## config.mk

```make
export PLATFORM = sky130hd
export DESIGN_NAME = seq_divider_flat
export DESIGN_NICKNAME = d
export VERILOG_FILES = /design/src/rtl/seq_divider_if.sv /design/src/rtl/seq_divider.sv /design/src/flat_wrapper.sv
export SDC_FILE = /design/constraint.sdc
export NUM_CORES = 1
export LEC_CHECK = 0
export CAP_MARGIN = 0
export CORE_MARGIN = 2
export CORE_UTILIZATION = 35
export CTS_CLUSTER_SIZE = 16
export DETAILED_ROUTE_END_ITERATION = 16
export RECOVER_POWER = 100
export SYNTH_ARGS = -nofsm -noshare
export SYNTH_HDL_FRONTEND = slang
export SYNTH_SLANG_ARGS = --single-unit
export TNS_END_PERCENT = 5
```

## constraint.sdc

```tcl
create_clock -name clk -period 3.9 [get_ports clk]
set_clock_uncertainty 0.05 [all_clocks]
set_input_delay 1.17 -clock clk [delete_from_list [all_inputs] [get_ports clk]]
set_output_delay 1.17 -clock clk [all_outputs]
set_load 0.02 [all_outputs]
```

## src/rtl/seq_divider_if.sv

```systemverilog
// Request/response bundle between the execute stage and the iterative divider.
// start is a one-cycle launch request, honoured only while busy is low; done pulses for one cycle with result valid.
interface seq_divider_if;
    logic        start;
    logic [1:0]  op;
    logic [31:0] dividend;
    logic [31:0] divisor;
    logic        flush;
    logic        busy;
    logic        done;
    logic [31:0] result;
    logic [1:0]  dbg_state;

    modport master (
        output start, op, dividend, divisor, flush,
        input  busy, done, result, dbg_state
    );

    modport slave (
        input  start, op, dividend, divisor, flush,
        output busy, done, result, dbg_state
    );
endinterface

```

## src/rtl/seq_divider.sv

```systemverilog
// Radix-2 restoring divider for RV32M DIV/DIVU/REM/REMU.
// The divider works on magnitudes, and signs are applied in a single fix-up cycle.
module seq_divider (
    input  logic          clk,
    input  logic          rst,
    seq_divider_if.slave  bus
);
    typedef enum logic [1:0] {IDLE, CALC, FIX, DONE} state_t;

    state_t      state, state_n;
    logic        accept;
    logic [5:0]  cnt;
    logic [31:0] rem;
    logic [31:0] quo;
    logic [31:0] divs;
    logic        op_rem;
    logic        neg_q;
    logic        neg_r;
    logic [31:0] result;

    logic        is_signed;
    logic [31:0] abs_a;
    logic [31:0] abs_b;
    logic        div_zero;
    logic        ovf;
    logic [32:0] rem_sh;
    logic [32:0] trial;
    logic [31:0] q_fix;
    logic [31:0] r_fix;

    assign is_signed = ~bus.op[0];
    assign abs_a     = (is_signed && bus.dividend[31]) ? (~bus.dividend + 32'd1) : bus.dividend;
    assign abs_b     = (is_signed && bus.divisor[31])  ? (~bus.divisor + 32'd1)  : bus.divisor;
    assign div_zero  = (bus.divisor == 32'd0);
    assign ovf       = is_signed && (bus.dividend == 32'h8000_0000) && (bus.divisor == 32'hFFFF_FFFF);

    // Subtraction as an add of the inverted divisor with carry-in 1; bit 32 is the borrow/sign.
    assign rem_sh = {rem, quo[31]};
    assign trial  = rem_sh + {1'b1, ~divs} + 33'd1;

    assign q_fix = neg_q ? (~quo + 32'd1) : quo;
    assign r_fix = neg_r ? (~rem + 32'd1) : rem;

    always_ff @(posedge clk) begin
        if (rst) begin
            state <= IDLE;
        end else begin
            state <= state_n;
        end
    end

    always_comb begin
        state_n = state;
        accept  = 1'b0;
        case (state)
            IDLE, DONE: begin
                state_n = IDLE;
                if (bus.start) begin
                    accept  = 1'b1;
                    state_n = (div_zero || ovf) ? DONE : CALC;
                end
            end
            CALC:    if (cnt == 6'd31) state_n = FIX;
            FIX:     state_n = DONE;
            default: state_n = IDLE;
        endcase
        if (bus.flush) begin
            accept  = 1'b0;
            state_n = IDLE;
        end
    end

    always_ff @(posedge clk) begin
        if (rst) begin
            cnt    <= 6'd0;
            rem    <= 32'd0;
            quo    <= 32'd0;
            divs   <= 32'd0;
            op_rem <= 1'b0;
            neg_q  <= 1'b0;
            neg_r  <= 1'b0;
            result <= 32'd0;
        end else if (accept) begin
            op_rem <= bus.op[1];
            neg_q  <= is_signed && (bus.dividend[31] ^ bus.divisor[31]);
            neg_r  <= is_signed && bus.dividend[31];
            divs   <= abs_b;
            quo    <= abs_a;
            rem    <= 32'd0;
            cnt    <= 6'd0;
            // Special cases bypass the iteration and settle result right away.
            if (div_zero) begin
                result <= bus.op[1] ? bus.dividend : 32'hFFFF_FFFF;
            end else if (ovf) begin
                result <= bus.op[1] ? 32'd0 : 32'h8000_0000;
            end
        end else if (state == CALC && !bus.flush) begin
            rem <= trial[32] ? rem_sh[31:0] : trial[31:0];
            quo <= {quo[30:0], ~trial[32]};
            cnt <= cnt + 6'd1;
        end else if (state == FIX && !bus.flush) begin
            result <= op_rem ? r_fix : q_fix;
        end
    end

    assign bus.busy      = (state == CALC) || (state == FIX);
    assign bus.done      = (state == DONE);
    assign bus.result    = result;
    assign bus.dbg_state = state;
endmodule

```

## src/flat_wrapper.sv

```systemverilog
// flat-port wrapper written by rule: the top's interface ports become plain ports
module seq_divider_flat 
  (clk, rst, bus_start, bus_op, bus_dividend, bus_divisor, bus_flush, bus_busy, bus_done, bus_result, bus_dbg_state);
  seq_divider_if bus_i ();
  input  logic clk;
  input  logic rst;
  input wire logic [$bits(bus_i.start)-1:0] bus_start;
  input wire logic [$bits(bus_i.op)-1:0] bus_op;
  input wire logic [$bits(bus_i.dividend)-1:0] bus_dividend;
  input wire logic [$bits(bus_i.divisor)-1:0] bus_divisor;
  input wire logic [$bits(bus_i.flush)-1:0] bus_flush;
  output wire logic [$bits(bus_i.busy)-1:0] bus_busy;
  output wire logic [$bits(bus_i.done)-1:0] bus_done;
  output wire logic [$bits(bus_i.result)-1:0] bus_result;
  output wire logic [$bits(bus_i.dbg_state)-1:0] bus_dbg_state;
  assign bus_i.start = bus_start;
  assign bus_i.op = bus_op;
  assign bus_i.dividend = bus_dividend;
  assign bus_i.divisor = bus_divisor;
  assign bus_i.flush = bus_flush;
  assign bus_busy = bus_i.busy;
  assign bus_done = bus_i.done;
  assign bus_result = bus_i.result;
  assign bus_dbg_state = bus_i.dbg_state;
  seq_divider u_core (.clk(clk), .rst(rst), .bus(bus_i));
endmodule
```

==> qor.csv, run 1 <==
metric;value;unit
worst slew pin tran;1.13;ns
clk buf depth;2;
Net Sw Power;1.65;mW
WP data required;4.15;ns
Crit. End Element;register;
largest net degree at the start of global routing;63;
Reg clk slew, reported paths;0.08;ns
fillers;2982;
mean number of vias per cell;5.69;
setup tns final;0;ns
count of cell types in the netlist;68;
Finished Cell Area;0.0133;sq mm
Max stage delay on crit path;0.56;ns
fin cells;1939;
Crit path max-delay family;simple AND/OR/NAND/NOR gates;
#FFs+latches synth;139;
Sw Share;0.362;
floorplan core area;0.0297;sq mm
Comb pwr share;0.298;
Worst EP arrival;3.98;ns
post-route ant nets;0;
slowest CP cell;or4b_1;
Hold WC Path Type;register to register;
hold slack;0.400;ns
Buf/Inv on CP;3;
worst skew pair latency;0.44;ns
# rows;63;
CTS sink cnt;139;
GRT Residual Overflow;0;
DRT iter0 DRCs;997;
syn avg cell area;7.60;sq um
f_max;268;MHz
Pleak;5.23;nW
root buf cell;clkbuf_16;
diode count;0;
DRC;0;
H-tree levels;4;
initial antenna violation count;0;
first-pass GRT wire length;56700;microns
Clk network pwr share;0.359;
worst-path fanout max;5;
RSZ-0062 raised after global routing;false;
Internal Pwr Total;2.91;mW
slew margin rel.;0.247;
endpoints failing hold;0;
GP Congestion;0.892;
EDFF count, synth;0;
P per Cell Area;343;mW/mm^2
Hold-fix buffers, CTS;0;
Synth top area share;0.263;
WL final;36000;microns
via count;11000;
worst path cell trace;dlygate4sd2_1 -> or4_4 -> or4b_1 -> or4_4 -> nor3_4 -> nor2_2 -> clkbuf_4 -> o21a_2 -> clkbuf_2 -> nand2_1 -> a21oi_1;
reg2reg setup slack;0.39;ns
area delta synth->final;25.7;%
total CTS buffers;17;
outcome;finished clean;
synthesized area;0.0106;sq mm
critical path type;primary input to register;
drt pass-1 iters;9;
Yosys Warn Count;0;
Max-Cap Viols;0;
setup violators final;0;
IO Count;106;
post-synth top area cell;dfxtp_1;
Multi-input gate area;0.00723;sq mm
Worst setup SP type;primary input;
I/O Buffers;105;
HPWL Detailed;26800;microns
placed cell areas;0.0125;sq mm
vias in the first global route;10300;
utilization after layout;0.447;
die area;0.0316;sq mm
sequential share of power;0.342;
share of layout cells above drive strength 1;0.116;
die extent in y;178;microns
Crit path top cell by count;or4_4;
nets@finish;1648;
Die X;178;microns
worst vdd ir;0.000222;V
Initial Utilization;0.355;
pins over their slew limit;0;
Post-synth top flop;dfxtp_1;
register area;0.00278;sq mm
synthesized instance count;1390;
WL per Instance;18.6;microns
Cells after DPL;1895;
All-Layer GR Usage;0.229;
Mapped Nets;1502;
TritonCTS clock tree;done;
ranking of synthesized cells by area;dfxtp_1, xnor2_1, xor2_1;
ys async rst share;0;
Min Clock Period, post-route;3.73;ns
Period Utilization, post-route;0.956;
Seq/Total Area, Yosys;0.263;
[power groups by stage]
stage	logic (mW)	clock network (mW)	registers [mW]
6_report	1.36	1.64	1.56
5_1_grt	1.49	1.72	1.57
4_1_cts	1.35	1.66	1.56
3_5_place_dp	1.34	0	1.59
3_3_place_gp	1.34	0	1.59
2_1_floorplan	0.906	0	1.57
[metal layers]
layer	GRT usage	share of wire	vias to the layer above
met5	0	0	-
met2	0.357	0.44	391
li1	-	-	5420
met1	0.316	0.47	5156
met4	0.0830	0.028	0
met3	0.0381	0.060	65
[Yosys cell counts (8+ instances only)]
cell type and n:
a211oi_1 37, a21o_1 21, a21oi_1 115, a222oi_1 27, a311oi_1 10, a311oi_2 8, a31oi_1 12, and3_1 11
clkbuf_1 75, dfxtp_1 139, ha_1 41, inv_1 61, mux2i_1 26, nand2_1 104, nand2b_1 24, nand3_1 40
nand4_1 19, nor2_1 139, nor2b_1 9, nor3_1 17, nor4_1 14, o211ai_1 11, o21a_1 8, o21ai_0 104
o31ai_1 24, o41ai_1 12, or2_2 10, or3_1 21, or4_1 18, xnor2_1 72, xor2_1 68
[stage by stage]
step	total power, mW	worst slack (ns)
3_5_place_dp	2.93	-0.538
5_1_grt	4.78	0.00812
3_3_place_gp	2.93	-0.487
6_report	4.56	0.172
2_1_floorplan	2.47	0.0232
4_1_cts	4.57	0.0137
[path summary, 6_finish.rpt]
| path | start | end | cells past startpoint |
|---|---|---|---|
| hold reg to reg | u_core.bus.result[23]$_SDFFE_PP0P_ | u_core.bus.result[23]$_SDFFE_PP0P_ | 2 |
| setup / recovery | bus_divisor[11] | u_core.bus.result[15]$_SDFFE_PP0P_ | 11 |
| setup reg to reg | u_core.rem[0]$_SDFFE_PP0P_ | u_core.rem[14]$_SDFFE_PP0P_ | 12 |
| hold / removal | u_core.bus.result[23]$_SDFFE_PP0P_ | u_core.bus.result[23]$_SDFFE_PP0P_ | 2 |
[timing repair]
item,CTS,global route
resized for setup,22,3
setup endpoints to repair,18,33
setup buffers,8,2
gates cloned,3,0
pin swaps,9,7
[area by class of cell]
type,instances,share of cell area
multi-input cells,1099,0.545
clock inverters,15,0.0117
well taps,390,0.0367
inverters,61,0.0172
flip-flops and latches,139,0.210
clock buffers,17,0.0320
repair buffers,218,0.148
[cell families after synthesis]
group                      count (synthesis)  share of synthesized area
DFF                                      139                      0.263
muxes                                     26                     0.0246
AOI/OAI and AO/OA                        445                      0.284
adders and majority gates                 42                     0.0505
xor gates and xnor gates                 140                      0.116
buffers and inverters                    152                     0.0556
and+or+nand+nor                          446                      0.206
[cells in the final DEF (no fill, tap or decap), types with 24 or more instances in the layout]
master           count
buf_4               90
o31ai_1             24
inv_1               60
ha_1                41
mux2i_1             26
nor2_1             137
o21ai_0            102
dfxtp_1            139
nand3_1             40
a222oi_1            27
clkdlybuf4s50_1     62
a211oi_1            37
dlygate4sd3_1       38
xor2_1              68
xnor2_1             72
a21oi_1            113
nand2_1            104
[flip-flops by register name, summed over array words and instances (netlist names)]
name                  count
u_core.rem               32
u_core.op_rem             1
u_core.neg_q              1
u_core.bus.dbg_state      2
u_core.neg_r              1
u_core.cnt                6
u_core.quo               32
u_core.bus.result        32
u_core.divs              32
[worst reg2reg max path, cell delays in order, from the launching register on]
cell and delay, ns:
dfxtp_1 0.45, inv_1 0.12, fa_1 0.48, nor2b_1 0.17, o31ai_1 0.12, a221oi_1 0.38
o21ai_0 0.19, a21oi_1 0.25, or3_1 0.16, and2_0 0.15, clkbuf_2 0.49, mux2i_1 0.30
a21oi_1 0.09
No activity file was read; power rests on OpenSTA's default activity.
==> run 2, diff against run 1 <==
--- a/config.mk
+++ b/config.mk
@@ -6,7 +6,6 @@
 export NUM_CORES = 1
 export LEC_CHECK = 0
 export CAP_MARGIN = 0
-export CORE_MARGIN = 2
 export CORE_UTILIZATION = 35
 export CTS_CLUSTER_SIZE = 16
 export DETAILED_ROUTE_END_ITERATION = 16
==> constraint.sdc (replaced) <==
create_clock -name clk -period 3 [get_ports clk]
set_clock_uncertainty 0.05 [all_clocks]
set_input_delay 0.9 -clock clk [delete_from_list [all_inputs] [get_ports clk]]
set_output_delay 0.9 -clock clk [all_outputs]
set_load 0.02 [all_outputs]
==> run 2 against run 1 <==
  * The run now ends with setup timing left
  * Utilization grew 5.2 points
  * Via count grew 6.0%
  * Count of clock-buffer cells in the layout is the same
==> qor.csv, run 2 (synthesis results as in run 1) <==
metric;value;unit;change
outcome;complete, but fails checks;;
violated checks;setup timing;;
PnR worst setup slack;-0.315;ns;-0.487 ns
setup violators final;41;;+41
endpoints failing hold;0;;unchanged
GP Congestion;0.908;;+1.7%
I/O Buffers;105;;unchanged
vias in the first global route;11100;;+7.8%
FF-to-FF End;u_core.bus.result[29]$_SDFFE_PP0P_;;
setup tns final;-7.85;ns;-7.85 ns
Comb pwr share;0.334;;+0.036
All-Layer GR Usage;0.243;;+0.0143
Hold WC Path Type;register to register;;
diode count;0;;unchanged
total CTS buffers;17;;unchanged
initial antenna violation count;0;;unchanged
sequential share of power;0.317;;-0.025
root buf cell;clkbuf_16;;
nets@finish;1791;;+8.7%
worst skew pair latency;0.44;ns;about the same
DRT iter0 DRCs;1198;;+20%
Period Utilization, post-route;1.11;;
hold endpoint;u_core.divs[31]$_SDFFE_PP0P_;;
first-pass GRT wire length;59800;microns;+5.6%
pins over their slew limit;0;;unchanged
WL final;37800;microns;+4.9%
clk buf depth;2;;unchanged
die extent in y;176;microns;-1.1%
GRT Residual Overflow;0;;unchanged
via count;11700;;+6.0%
reg2reg setup slack;-0.18;ns;-0.57 ns
Place WS;-1.16;ns;-0.618 ns
Net Sw Power;2.24;mW;+36%
H-tree levels;4;;unchanged
Min-Delay Path Depth;2;;unchanged
utilization after layout;0.499;;+0.0520
Reg clk slew, reported paths;0.07;ns;about the same
CTS sink cnt;139;;unchanged
Worst EP arrival;3.62;ns;-0.36 ns
worst-path fanout max;6;;+1
Min Clock Period, post-route;3.32;ns;
largest net degree at the start of global routing;93;;+48%
critical path type;primary input to register;;
Crit. End Element;register;;
Pleak;5.94;nW;+14%
WL per Instance;18.1;microns;-2.3%
Initial Utilization;0.356;;+0.000945
most common cell after layout, fill and taps aside;buf_4;;
Worst Reg-to-Reg Cells;8;;-4
Clk network pwr share;0.349;;-0.010
Sw Share;0.353;;-0.00901
Worst setup SP type;primary input;;
HPWL Detailed;28400;microns;+5.8%
WP data required;3.30;ns;-0.85 ns
TritonCTS clock tree;done;;
IO Count;106;;unchanged
slew margin rel.;0.453;;+0.206
drt pass-1 iters;7;;-2
worst vdd ir;0.000400;V;+80%
post-route ant nets;0;;unchanged
Die X;176;microns;-1.1%
mean number of vias per cell;5.62;;-1.2%
die area;0.0309;sq mm;-2.2%
f_max;302;MHz;
floorplan core area;0.0296;sq mm;-0.27%
# rows;63;;unchanged
HP Start;u_core.divs[31]$_SDFFE_PP0P_;;
DRC;0;;unchanged
worst slew pin tran;0.820;ns;-0.310 ns
RR Startpoint;u_core.quo[1]$_SDFFE_PP0P_;;
share of layout cells above drive strength 1;0.226;;+0.110
Max-Cap Viols;0;;unchanged
Internal Pwr Total;4.10;mW;+41%
area delta synth->final;40.0;%;
RSZ-0062 raised after global routing;true;;
P per Cell Area;428;mW/mm^2;+25%
commonest cells after routing, fill and taps aside;buf_4, dfxtp_1, nor2_1, a21oi_1, nand2_1;;
[run 2: cell types whose count changed in the layout (fill, tap and decap cells not counted), sizes merged, moves of 2 or more]
cell,change
buf,+156
dlygate4sd3,-38
clkdlybuf4s50,+35
clkbuf,-11
clkinvlp,-2
inv,+2
[run 2: how the worst max path moves through the flow]
stage | startpoint | end | cells past startpoint
2_1_floorplan | bus_divisor[10] | u_core.bus.result[10]$_SDFFE_PP0P_ | 10
3_3_place_gp | bus_divisor[10] | u_core.bus.result[19]$_SDFFE_PP0P_ | 11
3_5_place_dp | bus_divisor[10] | u_core.bus.result[20]$_SDFFE_PP0P_ | 11
4_1_cts | bus_divisor[9] | u_core.bus.result[20]$_SDFFE_PP0P_ | 12
5_1_grt | bus_divisor[11] | u_core.bus.result[29]$_SDFFE_PP0P_ | 12
6_report | bus_divisor[11] | u_core.bus.result[30]$_SDFFE_PP0P_ | 12
[run 2: metrics by stage]
stage	instances	hold slack, ns	area [sq um]	power, mW
after global placement	2039	0.399	13700	4.02
final	2082	0.415	14800	6.33
after floorplan	1390	0.382	10600	3.22
after detailed placement	2039	0.402	13700	4.04
after global routing	2082	0.429	14800	6.64
after CTS	2078	0.412	14600	6.29
[run 2: layer usage]
layer | global-route usage | routed length (microns) | vias up
met5 | 0 | 0 | -
li1 | - | - | 5715
met3 | 0.0359 | 2300 | 46
met2 | 0.392 | 17400 | 414
met4 | 0.0645 | 661 | 0
met1 | 0.335 | 17400 | 5523
[run 2: cell type report]
cell class / instances / area, sq um
Fill cell: 2908 / 14900
Tap cell: 390 / 488
Multi-Input combinational cell: 1100 / 7570
Clock inverter: 15 / 176
Timing Repair Buffer: 360 / 3110
Clock buffer: 17 / 425
Sequential cell: 139 / 2780
Inverter: 61 / 229
[run 2: power groups by stage]
stage          sequential [mW]  combinational (mW)  clock (mW)
6_report                  2.01                2.11        2.21
5_1_grt                   2.02                2.30        2.33
4_1_cts                   2.01                2.04        2.24
3_5_place_dp              2.05                1.99           0
3_3_place_gp              2.04                1.98           0
2_1_floorplan             2.04                1.18           0
[run 2: critical path, stage by stage]
cell and delay, ns:
buf_6 0.09, or4_4 0.53, or4b_4 0.50, or4_4 0.46, nor3_4 0.17, buf_12 0.15
buf_4 0.11, nand2_1 0.06, a21oi_2 0.22, buf_6 0.17, o21ai_0 0.07, o21ai_0 0.18
[run 2: repair_timing]
item / CTS / global route
pin swaps: 28 / 26
cloned: 4 / 1
hold buffers: 0 / 0
setup endpoints to repair: 91 / 92
buffers inserted: 4 / 3
gates resized for setup: 63 / 49
